## config.mk

```make
export PLATFORM = sky130hd
export DESIGN_NAME = math_pipelined_div
export DESIGN_NICKNAME = d
export VERILOG_FILES = /design/src/rtl/math_pipelined_div.sv
export SDC_FILE = /design/constraint.sdc
export NUM_CORES = 1
export LEC_CHECK = 0
export CORE_ASPECT_RATIO = 1.25
export CORE_MARGIN = 5
export CORE_UTILIZATION = 45
export CTS_CLUSTER_SIZE = 25
export DETAILED_ROUTE_END_ITERATION = 8
export PLACE_DENSITY = 0.68
export SLEW_MARGIN = 20
export SYNTH_ARGS = -nofsm -noshare
export SYNTH_HDL_FRONTEND = slang
export SYNTH_SLANG_ARGS = --single-unit
export TNS_END_PERCENT = 20
```

## constraint.sdc

```tcl
create_clock -name clk -period 2.81 [get_ports clk]
set_input_delay 0.562 -clock clk [delete_from_list [all_inputs] [get_ports clk]]
set_output_delay 0.562 -clock clk [all_outputs]
set_load 0.01 [all_outputs]
```

## src/rtl/math_pipelined_div.sv

```systemverilog
// Unsigned restoring divider: each trial subtraction ripples through
// ALU_WIDTH-bit chunks, one chunk per cycle, with a registered borrow.
module math_pipelined_div #(
  parameter int WIDTH   = 8,
  parameter int LATENCY = 2
) (
  input  logic             clk,
  input  logic             rst_n,
  input  logic             ce,
  input  logic             in_valid,
  output logic             in_ready,
  input  logic [WIDTH-1:0] dividend,
  input  logic [WIDTH-1:0] divisor,
  output logic             out_valid,
  input  logic             out_ready,
  output logic [WIDTH-1:0] quotient,
  output logic [WIDTH-1:0] remainder,
  output logic             div_by_zero
);

  localparam int AW = (WIDTH + LATENCY - 1) / LATENCY;
  localparam int CC = (WIDTH + AW - 1) / AW;
  localparam int PW = CC * AW;
  localparam int CW = (CC > 1) ? $clog2(CC) : 1;
  localparam int BW = $clog2(WIDTH);

  typedef enum logic [1:0] {IDLE, SUB, DONE} state_t;

  state_t           state;
  logic [WIDTH-1:0] q;
  logic [WIDTH-1:0] d;
  logic [WIDTH-1:0] r;
  logic             dz;
  logic [BW-1:0]    bcnt;
  logic [CW-1:0]    ccnt;
  logic             borrow;
  logic [AW-1:0]    diff [CC];

  logic [WIDTH:0]   t;
  logic [PW-1:0]    t_pad;
  logic [PW-1:0]    d_pad;
  logic [PW-1:0]    dres;
  logic [AW-1:0]    tch [CC];
  logic [AW-1:0]    dch [CC];
  logic [AW:0]      csub;
  logic             last;
  logic             no_borrow;
  logic [WIDTH-1:0] r_nxt;

  assign t = {r, q[WIDTH-1]};

  always_comb begin
    t_pad = '0;
    d_pad = '0;
    t_pad[WIDTH-1:0] = t[WIDTH-1:0];
    d_pad[WIDTH-1:0] = d;
    for (int i = 0; i < CC; i++) begin
      tch[i] = t_pad[i*AW +: AW];
      dch[i] = d_pad[i*AW +: AW];
    end
  end

  // Zero-padded top chunk keeps the borrow-out identical to a narrower one
  assign csub = {1'b0, tch[ccnt]} - {1'b0, dch[ccnt]}
              - {{AW{1'b0}}, borrow};

  always_comb begin
    dres = '0;
    for (int i = 0; i < CC; i++)
      dres[i*AW +: AW] = (CW'(i) == ccnt) ? csub[AW-1:0] : diff[i];
  end

  assign last      = (ccnt == CW'(CC - 1));
  assign no_borrow = t[WIDTH] | ~csub[AW];
  assign r_nxt     = no_borrow ? dres[WIDTH-1:0] : t[WIDTH-1:0];

  always_ff @(posedge clk or negedge rst_n) begin
    if (!rst_n) begin
      state       <= IDLE;
      in_ready    <= 1'b1;
      out_valid   <= 1'b0;
      quotient    <= '0;
      remainder   <= '0;
      div_by_zero <= 1'b0;
      q           <= '0;
      d           <= '0;
      r           <= '0;
      dz          <= 1'b0;
      bcnt        <= '0;
      ccnt        <= '0;
      borrow      <= 1'b0;
      for (int i = 0; i < CC; i++) diff[i] <= '0;
    end else if (ce) begin
      unique case (state)
        IDLE: begin
          if (in_valid) begin
            in_ready <= 1'b0;
            d        <= divisor;
            bcnt     <= BW'(WIDTH - 1);
            ccnt     <= '0;
            borrow   <= 1'b0;
            if (divisor == '0) begin
              q     <= '1;
              r     <= dividend;
              dz    <= 1'b1;
              state <= DONE;
            end else begin
              q     <= dividend;
              r     <= '0;
              dz    <= 1'b0;
              state <= SUB;
            end
          end
        end
        SUB: begin
          if (!last) begin
            diff[ccnt] <= csub[AW-1:0];
            borrow     <= csub[AW];
            ccnt       <= ccnt + 1'b1;
          end else begin
            borrow <= 1'b0;
            ccnt   <= '0;
            r      <= r_nxt;
            q      <= {q[WIDTH-2:0], no_borrow};
            if (bcnt == '0) state <= DONE;
            else bcnt <= bcnt - 1'b1;
          end
        end
        DONE: begin
          if (!out_valid) begin
            out_valid   <= 1'b1;
            quotient    <= q;
            remainder   <= r;
            div_by_zero <= dz;
          end else if (out_ready) begin
            out_valid <= 1'b0;
            in_ready  <= 1'b1;
            state     <= IDLE;
          end
        end
        default: state <= IDLE;
      endcase
    end
  end

endmodule

```

==> results of run 1 <==
==> timing repair <==
item,in CTS,in global routing
setup endpoints to repair,0,5
gates resized for setup,0,1
hold endpoints to repair,0,0
hold buffers,0,0
==> where the power goes <==
part	leakage (nW)	switching, mW	total [mW]	internal (mW)
combinational	0.740	0.972	1.97	0.997
clock	0.0548	0.271	0.540	0.269
sequential	0.676	0.287	1.43	1.15
total	1.47	1.53	3.94	2.41
==> layout by cell type (no fill, tap or decap), types with 2 or more instances in the layout <==
| cell | synthesis | final |
|---|---|---|
| a21oi_1 | 17 | 17 |
| a31oi_1 | 6 | 6 |
| and3_1 | 3 | 3 |
| buf_4 | 1 | 8 |
| clkbuf_8 | 0 | 5 |
| clkdlybuf4s50_1 | 0 | 38 |
| dfrtp_1 | 54 | 53 |
| fa_1 | 2 | 2 |
| ha_1 | 6 | 6 |
| inv_1 | 8 | 8 |
| mux2_2 | 24 | 24 |
| mux2i_1 | 6 | 6 |
| nand2_1 | 46 | 46 |
| nand2b_1 | 3 | 3 |
| nand3_1 | 11 | 11 |
| nor2_1 | 13 | 13 |
| nor2b_1 | 2 | 2 |
| nor4_1 | 2 | 2 |
| o21ai_0 | 17 | 17 |
| o22ai_1 | 9 | 9 |
| xnor2_1 | 3 | 3 |
==> kinds of logic after synthesis <==
family                   count (synthesis)
XOR/XNOR                                 3
AND/OR/NAND/NOR                         88
adder cells (fa/ha/maj)                  8
AO/OA/AOI/OAI                           57
multiplexers                            31
flip-flops                              55
buffers and inverters                   19
==> area by class of cell <==
class                      instances  area [um2]
clock buffer                       5        68.8
clock inverter                     3        46.3
fill                             509        2550
inverter                           8        30.0
multi-input combinational        187        1220
sequential                        55        1380
tap                               66        82.6
timing repair buffer              47         445
==> registers in the layout (all words and copies together), names as in the netlist, 2 cells and up <==
| signal | cells |
|---|---|
| r | 8 |
| state | 2 |
| bcnt | 3 |
| quotient | 8 |
| remainder | 8 |
| d | 8 |
| diff | 4 |
| q | 8 |
==> path summary, 6_finish.rpt <==
path | endpoint | cells after the start | start
max | r[0]$_DFFE_PN0P_ | 10 | ccnt$_DFFE_PN0P_
min | remainder[2]$_DFFE_PN0P_ | 1 | rst_n
max reg2reg | r[0]$_DFFE_PN0P_ | 10 | ccnt$_DFFE_PN0P_
min reg2reg | bcnt[0]$_DFFE_PN0P_ | 1 | bcnt[0]$_DFFE_PN0P_
max in group asynchronous | in_ready$_DFFE_PN1P_ | 2 | rst_n
min in group clk | bcnt[0]$_DFFE_PN0P_ | 1 | bcnt[0]$_DFFE_PN0P_
==> synthesized netlist by cell type (all sizes together) <==
cell and count:
xnor2 3, mux2 25, a211oi 1, nor3 1, a31oi 6, a22o 1
nand2 47, nor4 2, or3 1, fa 2, nor2 14, a21oi 17
o21a 1, o31ai 1, nand3 11, o2111ai 1, nor2b 3, inv 8
o22ai 9, nor3b 1, and3 3, dfrtp 54, a21o 1, nand2b 3
mux2i 6, ha 6, buf 8, a221oi 1, clkbuf 3, o21ai 18
dfstp 1, and2 2
==> per-stage QoR <==
| step | power [mW] | std cells | setup WS, ns |
|---|---|---|---|
| after floorplan | 2.75 | 261 | 0.222 |
| after global placement | 3.38 | 363 | 0.176 |
| after detailed placement | 3.43 | 363 | 0.105 |
| after CTS | 3.98 | 371 | 0.0989 |
| after global routing | 4.29 | 371 | 0.0157 |
| final | 3.94 | 371 | 0.184 |
==> routing by layer <==
| layer | vias to the layer above | GRT usage | share of wire |
|---|---|---|---|
| met5 | - | 0 | 0 |
| met4 | 0 | 0.0415 | 0.0087 |
| met3 | 6 | 0.0278 | 0.036 |
| met2 | 37 | 0.284 | 0.51 |
| met1 | 980 | 0.206 | 0.45 |
| li1 | 1002 | - | - |
==> summary.md, run 1 <==
| Metric | Value |
|---|---|
| Outcome | finished clean |
| Peak VDD IR | 0.502 mV |
| CP delay by family, top | compound AO/OA/AOI/OAI gates |
| Die Height | 96.4 um |
| Compound-Gate Fraction of Synth Area | 0.127 |
| Worst path bufs/invs | 2 |
| Synth area leaders | dfrtp_1 (50%), mux2_2 (10%), nand2_1 (6.4%) |
| Clock slew at reported path FFs | 0.11 ns |
| Initial core utilization | 0.462 |
| Min Clock Period, post-route | 2.63 ns |
| WL/cell | 15.3 um |
| Synth area leader | dfrtp_1 |
| Max clock buf depth | 2 |
| Worst Hold Slack | 0.275 ns |
| # IOs | 40 |
| Crit-path slowest cell | dfrtp_2 |
| Fin area | 3270 um2 |
| CTS tree | built |
| Post-synthesis sequential area ratio | 0.513 |
| Post-Synth Simple-Gate Area | 0.146 |
| Synth Instances | 261 |
| Clk_lat worst skew | 0.32 ns |
| DR iter-0 viols | roughly 160 |
| Fin util | 0.562 |
| Post-synthesis cell type count | 40 |
| Row cnt | 31 |
| Clk sinks | 55 |
| Power Dens Cells | between 1000 and 1500 nW/um2 |
| GP Congestion | 0.897 |
| Setup bufs post-CTS | 0 |
| Core Box Area | between 5000 and 6000 um2 |
| Die W | 79.1 um |
| Tightest Pin Transition | 0.739 ns |
| Largest family of logic cells by synthesized area | simple AND/OR/NAND/NOR gates |
| Critical path required time | approximately 3.0 ns |
| Number of antenna violations at the first check in global routing | 0 |
| Setup crit end kind | flop |
| Crit path DAT | about 2.8 ns |
| Syn_area_per_cell | 10.3 um2 |
| Synthesized Nets | 290 |
| Cell Area, Placed | 3160 um2 |
| Crit path kind | flop to flop |
| Drt pass-1 iters | 4 |
| CTS buffer count | 5 |
| Xor/xnor share of the synthesized area | 0.00978 |
| Overflow after GRT | 0 |
| Hold crit path type | primary input to asynchronous set/reset pin |
| Port-buffer cells | 39 |
| Synth warn | 0 |
| Critical Path Most Common Cell | ha_1 |
| Setup_tns | 0 ns |
| First-pass GRT wire length | about 9600 um |
| Crit path cell chain | buf_4 > mux2_2 > ha_1 > inv_1 > ha_1 > and2_0 > a22o_1 > o21ai_2 > mux2i_1 > o31ai_2 |
| Slack of the worst reg-to-reg path | 0.18 ns |
| Final Cycle Share | 0.934 |
| Total Routing Usage GR | 0.161 |
| Skew final | 0.0160 ns |
| Register bit total from synthesis | 55 |
| Post-synthesis mux area share | 0.128 |
| CP max stage delay | 0.45 ns |
| DRC | 0 |
| Htree depth | 2 |
| Vias after detailed routing | a little over 2,000 |
| Highest fanout seen on the critical path | 8 |
| RSZ-0062 raised after global routing | false |
| Final count of hold timing violations | 0 |
| Max Fclk | 381 MHz |
| Largest net degree at the start of global routing | 33 |
| Slew HR | 0.506 |
| Area Overhead vs Synth | 21.7% |
| Post-Synth Adder-Cell Area | 0.0428 |
| N_diodes | 0 |
| Top-area cell type share of the netlist area | 0.503 |
| Antenna Nets Post-Route | 0 |
| Critical path launch point type | flop |
| Vias in the first global route | ~2,000 |
| Cell Area, Synth | 2690 um2 |
| Setup-failing EPs final | 0 |
| Share of layout cells above drive strength 1 | 0.164 |
| Die ar. | 7630 um2 |
| DP HPWL | 4390 um |
| Nets | 333 |
| Clk root buf | clkbuf_8 |
| Via density per instance | about 5.5 |
| WL final | about 5700 um |
| Max-Cap Viols | 0 |
| Slew Limit Fails | 0 |
| Leak Pwr | 1.47 nW |
Power figures use the tool's default switching activity.
==> run 2: changes to the inputs <==
--- a/config.mk
+++ b/config.mk
@@ -6,7 +6,6 @@
 export NUM_CORES = 1
 export LEC_CHECK = 0
 export CORE_ASPECT_RATIO = 1.25
-export CORE_MARGIN = 5
 export CORE_UTILIZATION = 45
 export CTS_CLUSTER_SIZE = 25
 export DETAILED_ROUTE_END_ITERATION = 8
==> run 2 against run 1 <==
The run now ends with DRC left. Final cell count unchanged. Total power about the same. Setup slack got worse by 0.042 ns. Critical endpoint is now r[4]$_DFFE_PN0P_. Highest routed layer unchanged.
==> summary.md, run 2 (synthesized netlist as in run 1, its figures left out) <==
| Metric | Value |
|---|---|
| Outcome | complete, but fails checks |
| Violations in the final reports | DRC |
| Max clock buf depth | 2 (unchanged) |
| Clk sinks | 55 (unchanged) |
| Max Fclk | 375 MHz (-1.6%) |
| Largest net degree at the start of global routing | 26 (-21%) |
| Metal-1 WL | 2480 um (-2.3%) |
| Clk root buf | clkbuf_8 |
| Overall power | 3.95 mW (about the same) |
| Critical path launch point type | flop |
| Clock slew at reported path FFs | 0.11 ns (about the same) |
| Number of antenna violations at the first check in global routing | 0 (unchanged) |
| Drt pass-1 iters | 9 (+5) |
| Crit path DAT | 2.91 ns (+0.09 ns) |
| CTS resizes | 0 (unchanged) |
| Critical R2R Launch | ccnt$_DFFE_PN0P_ |
| Total Routing Usage GR | 0.199 (+0.0380) |
| Final Cycle Share | 0.949 (+0.0148) |
| Nets | 333 (unchanged) |
| CTS tree | built |
| Critical Path Most Common Cell | fa_1 |
| Vias after detailed routing | 2,029 (+0.20%) |
| WL final | 5530 um (-2.4%) |
| RSZ-0062 raised after global routing | false |
| Area Overhead vs Synth | 21.4% |
| WL/cell | 14.9 um (-2.4%) |
| Setup_tns | 0 ns (unchanged) |
| CP delay by family, top | adder cells |
| DRC | 7 (+7) |
| Register-to-Register Path Depth | 10 (unchanged) |
| Slack of the worst reg-to-reg path | 0.14 ns (-0.04 ns) |
| Critical Path Sink | r[4]$_DFFE_PN0P_ |
| Stages on the worst setup path | 10 (unchanged) |
| Row cnt | 31 (unchanged) |
| CP startpoint | ccnt$_DFFE_PN0P_ |
| WL met2 | 2760 um (-4.0%) |
| DR iter-0 viols | 173 (+11%) |
| Setup-failing EPs final | 0 (unchanged) |
| RR Endpoint | r[4]$_DFFE_PN0P_ |
| Vias in the first global route | 2,012 (+2.4%) |
| Max-Cap Viols | 0 (unchanged) |
| Core Box Area | 5780 um2 (-0.67%) |
| Most common library cell in the layout ignoring fill and taps | dfrtp_1 |
| Die W | 71.1 um (-10%) |
| Slew HR | 0.516 (+0.00928) |
| Overflow after GRT | 0 (unchanged) |
| Htree depth | 2 (unchanged) |
| Met3 routed WL | 155 um (-24%) |
| Setup bufs post-CTS | 0 (unchanged) |
| Die Height | 88.4 um (-8.3%) |
| Die ar. | 6290 um2 (-18%) |
| Final count of hold timing violations | 0 (unchanged) |
| CTS Hold Bufs | 0 (unchanged) |
| Peak VDD IR | 0.476 mV (-5.3%) |
| Power Dens Cells | 1210 nW/um2 (+0.36%) |
| CP max stage delay | 0.49 ns (+0.04 ns) |
| Top layer in use | met4 |
| Crit path kind | flop to flop |
| Leak Pwr | 1.47 nW (-0.27%) |
| CTS buffer count | 5 (unchanged) |
| First-pass GRT wire length | 9580 um (-0.21%) |
| Hold crit path type | primary input to asynchronous set/reset pin |
| Critical path required time | 3.05 ns (+0.05 ns) |
| # IOs | 40 (unchanged) |
| Via density per instance | 5.47 (+0.20%) |
| Tightest Pin Transition | 0.725 ns (-0.0139 ns) |
| Crit-path slowest cell | dfrtp_2 |
| Worst path bufs/invs | 2 (unchanged) |
| Initial core utilization | 0.465 (+0.00310) |
| Setup crit end kind | flop |
| Slew Limit Fails | 0 (unchanged) |
| Crit path cell chain | mux2_2 > fa_1 > inv_1 > fa_1 > nand2b_1 > a211oi_1 > buf_4 > o21a_4 > or3_1 > a31oi_1 |
| Skew final | 0.0132 ns (-0.00272 ns) |
| Clk_lat worst skew | 0.32 ns (about the same) |
| Antenna Nets Post-Route | 0 (unchanged) |
| GP Congestion | 0.849 (-5.4%) |
| Share of layout cells above drive strength 1 | 0.164 (unchanged) |
| Min Clock Period, post-route | 2.67 ns (+0.0416 ns) |
| N_diodes | 0 (unchanged) |
| Port-buffer cells | 39 (unchanged) |
| Most frequent cells in the layout | dfrtp_1 (53), nand2_1 (46), clkdlybuf4s50_1 (38), mux2_2 (24) |
| Highest fanout seen on the critical path | 8 (unchanged) |
| DP HPWL | 4150 um (-5.5%) |
## run 2: cell count changes in the layout (fill, tap and decap cells not counted), sizes merged
cell,delta
bufinv,-1
clkinvlp,-1
clkinv,+2
## run 2: worst min path at each step
stage | startpoint | cells after the start | to
final | rst_n | 1 | r[6]$_DFFE_PN0P_
after global routing | rst_n | 1 | r[6]$_DFFE_PN0P_
after CTS | rst_n | 1 | r[1]$_DFFE_PN0P_
after detailed placement | bcnt[0]$_DFFE_PN0P_ | 1 | bcnt[0]$_DFFE_PN0P_
after global placement | bcnt[0]$_DFFE_PN0P_ | 1 | bcnt[0]$_DFFE_PN0P_
after floorplan | rst_n | 0 | bcnt[0]$_DFFE_PN0P_
## run 2: report_power, final
group	internal [mW]	switching (mW)
logic	1.04	0.981
clock network	0.186	0.296
registers	1.15	0.296
total	2.37	1.57
## run 2: worst reg2reg max path, cell delays in order (launching register included)
cell      delay [ns]
dfrtp_2         0.49
mux2_2          0.37
fa_1            0.38
inv_1           0.11
fa_1            0.21
nand2b_1        0.13
a211oi_1        0.07
buf_4           0.15
o21a_4          0.22
or3_1           0.30
a31oi_1         0.16
## run 2: per-stage QoR
stage	hold WS [ns]	std cells	setup slack (ns)	area (um2)	utilization
2_1_floorplan	0.266	261	0.222	2690	-
3_3_place_gp	0.452	363	0.113	3160	0.546
3_5_place_dp	0.458	363	0.0114	3160	0.546
4_1_cts	0.154	371	0.00255	3250	0.563
5_1_grt	0.168	371	0.0133	3260	0.564
6_report	0.145	371	0.143	3260	0.564
## run 2: layout make-up
type,instances,area (um2)
Fill cell,501,2520
Sequential cell,55,1380
Multi-Input combinational cell,187,1230
Timing Repair Buffer,47,445
Tap cell,66,82.6
Clock buffer,5,68.8
Inverter,8,30.0
Clock inverter,3,28.8
## run 2: metal layers
layer	track usage	vias up
met4	0.0818	0
met1	0.247	991
met3	0.0330	8
li1	-	998
met2	0.349	32
met5	0	-
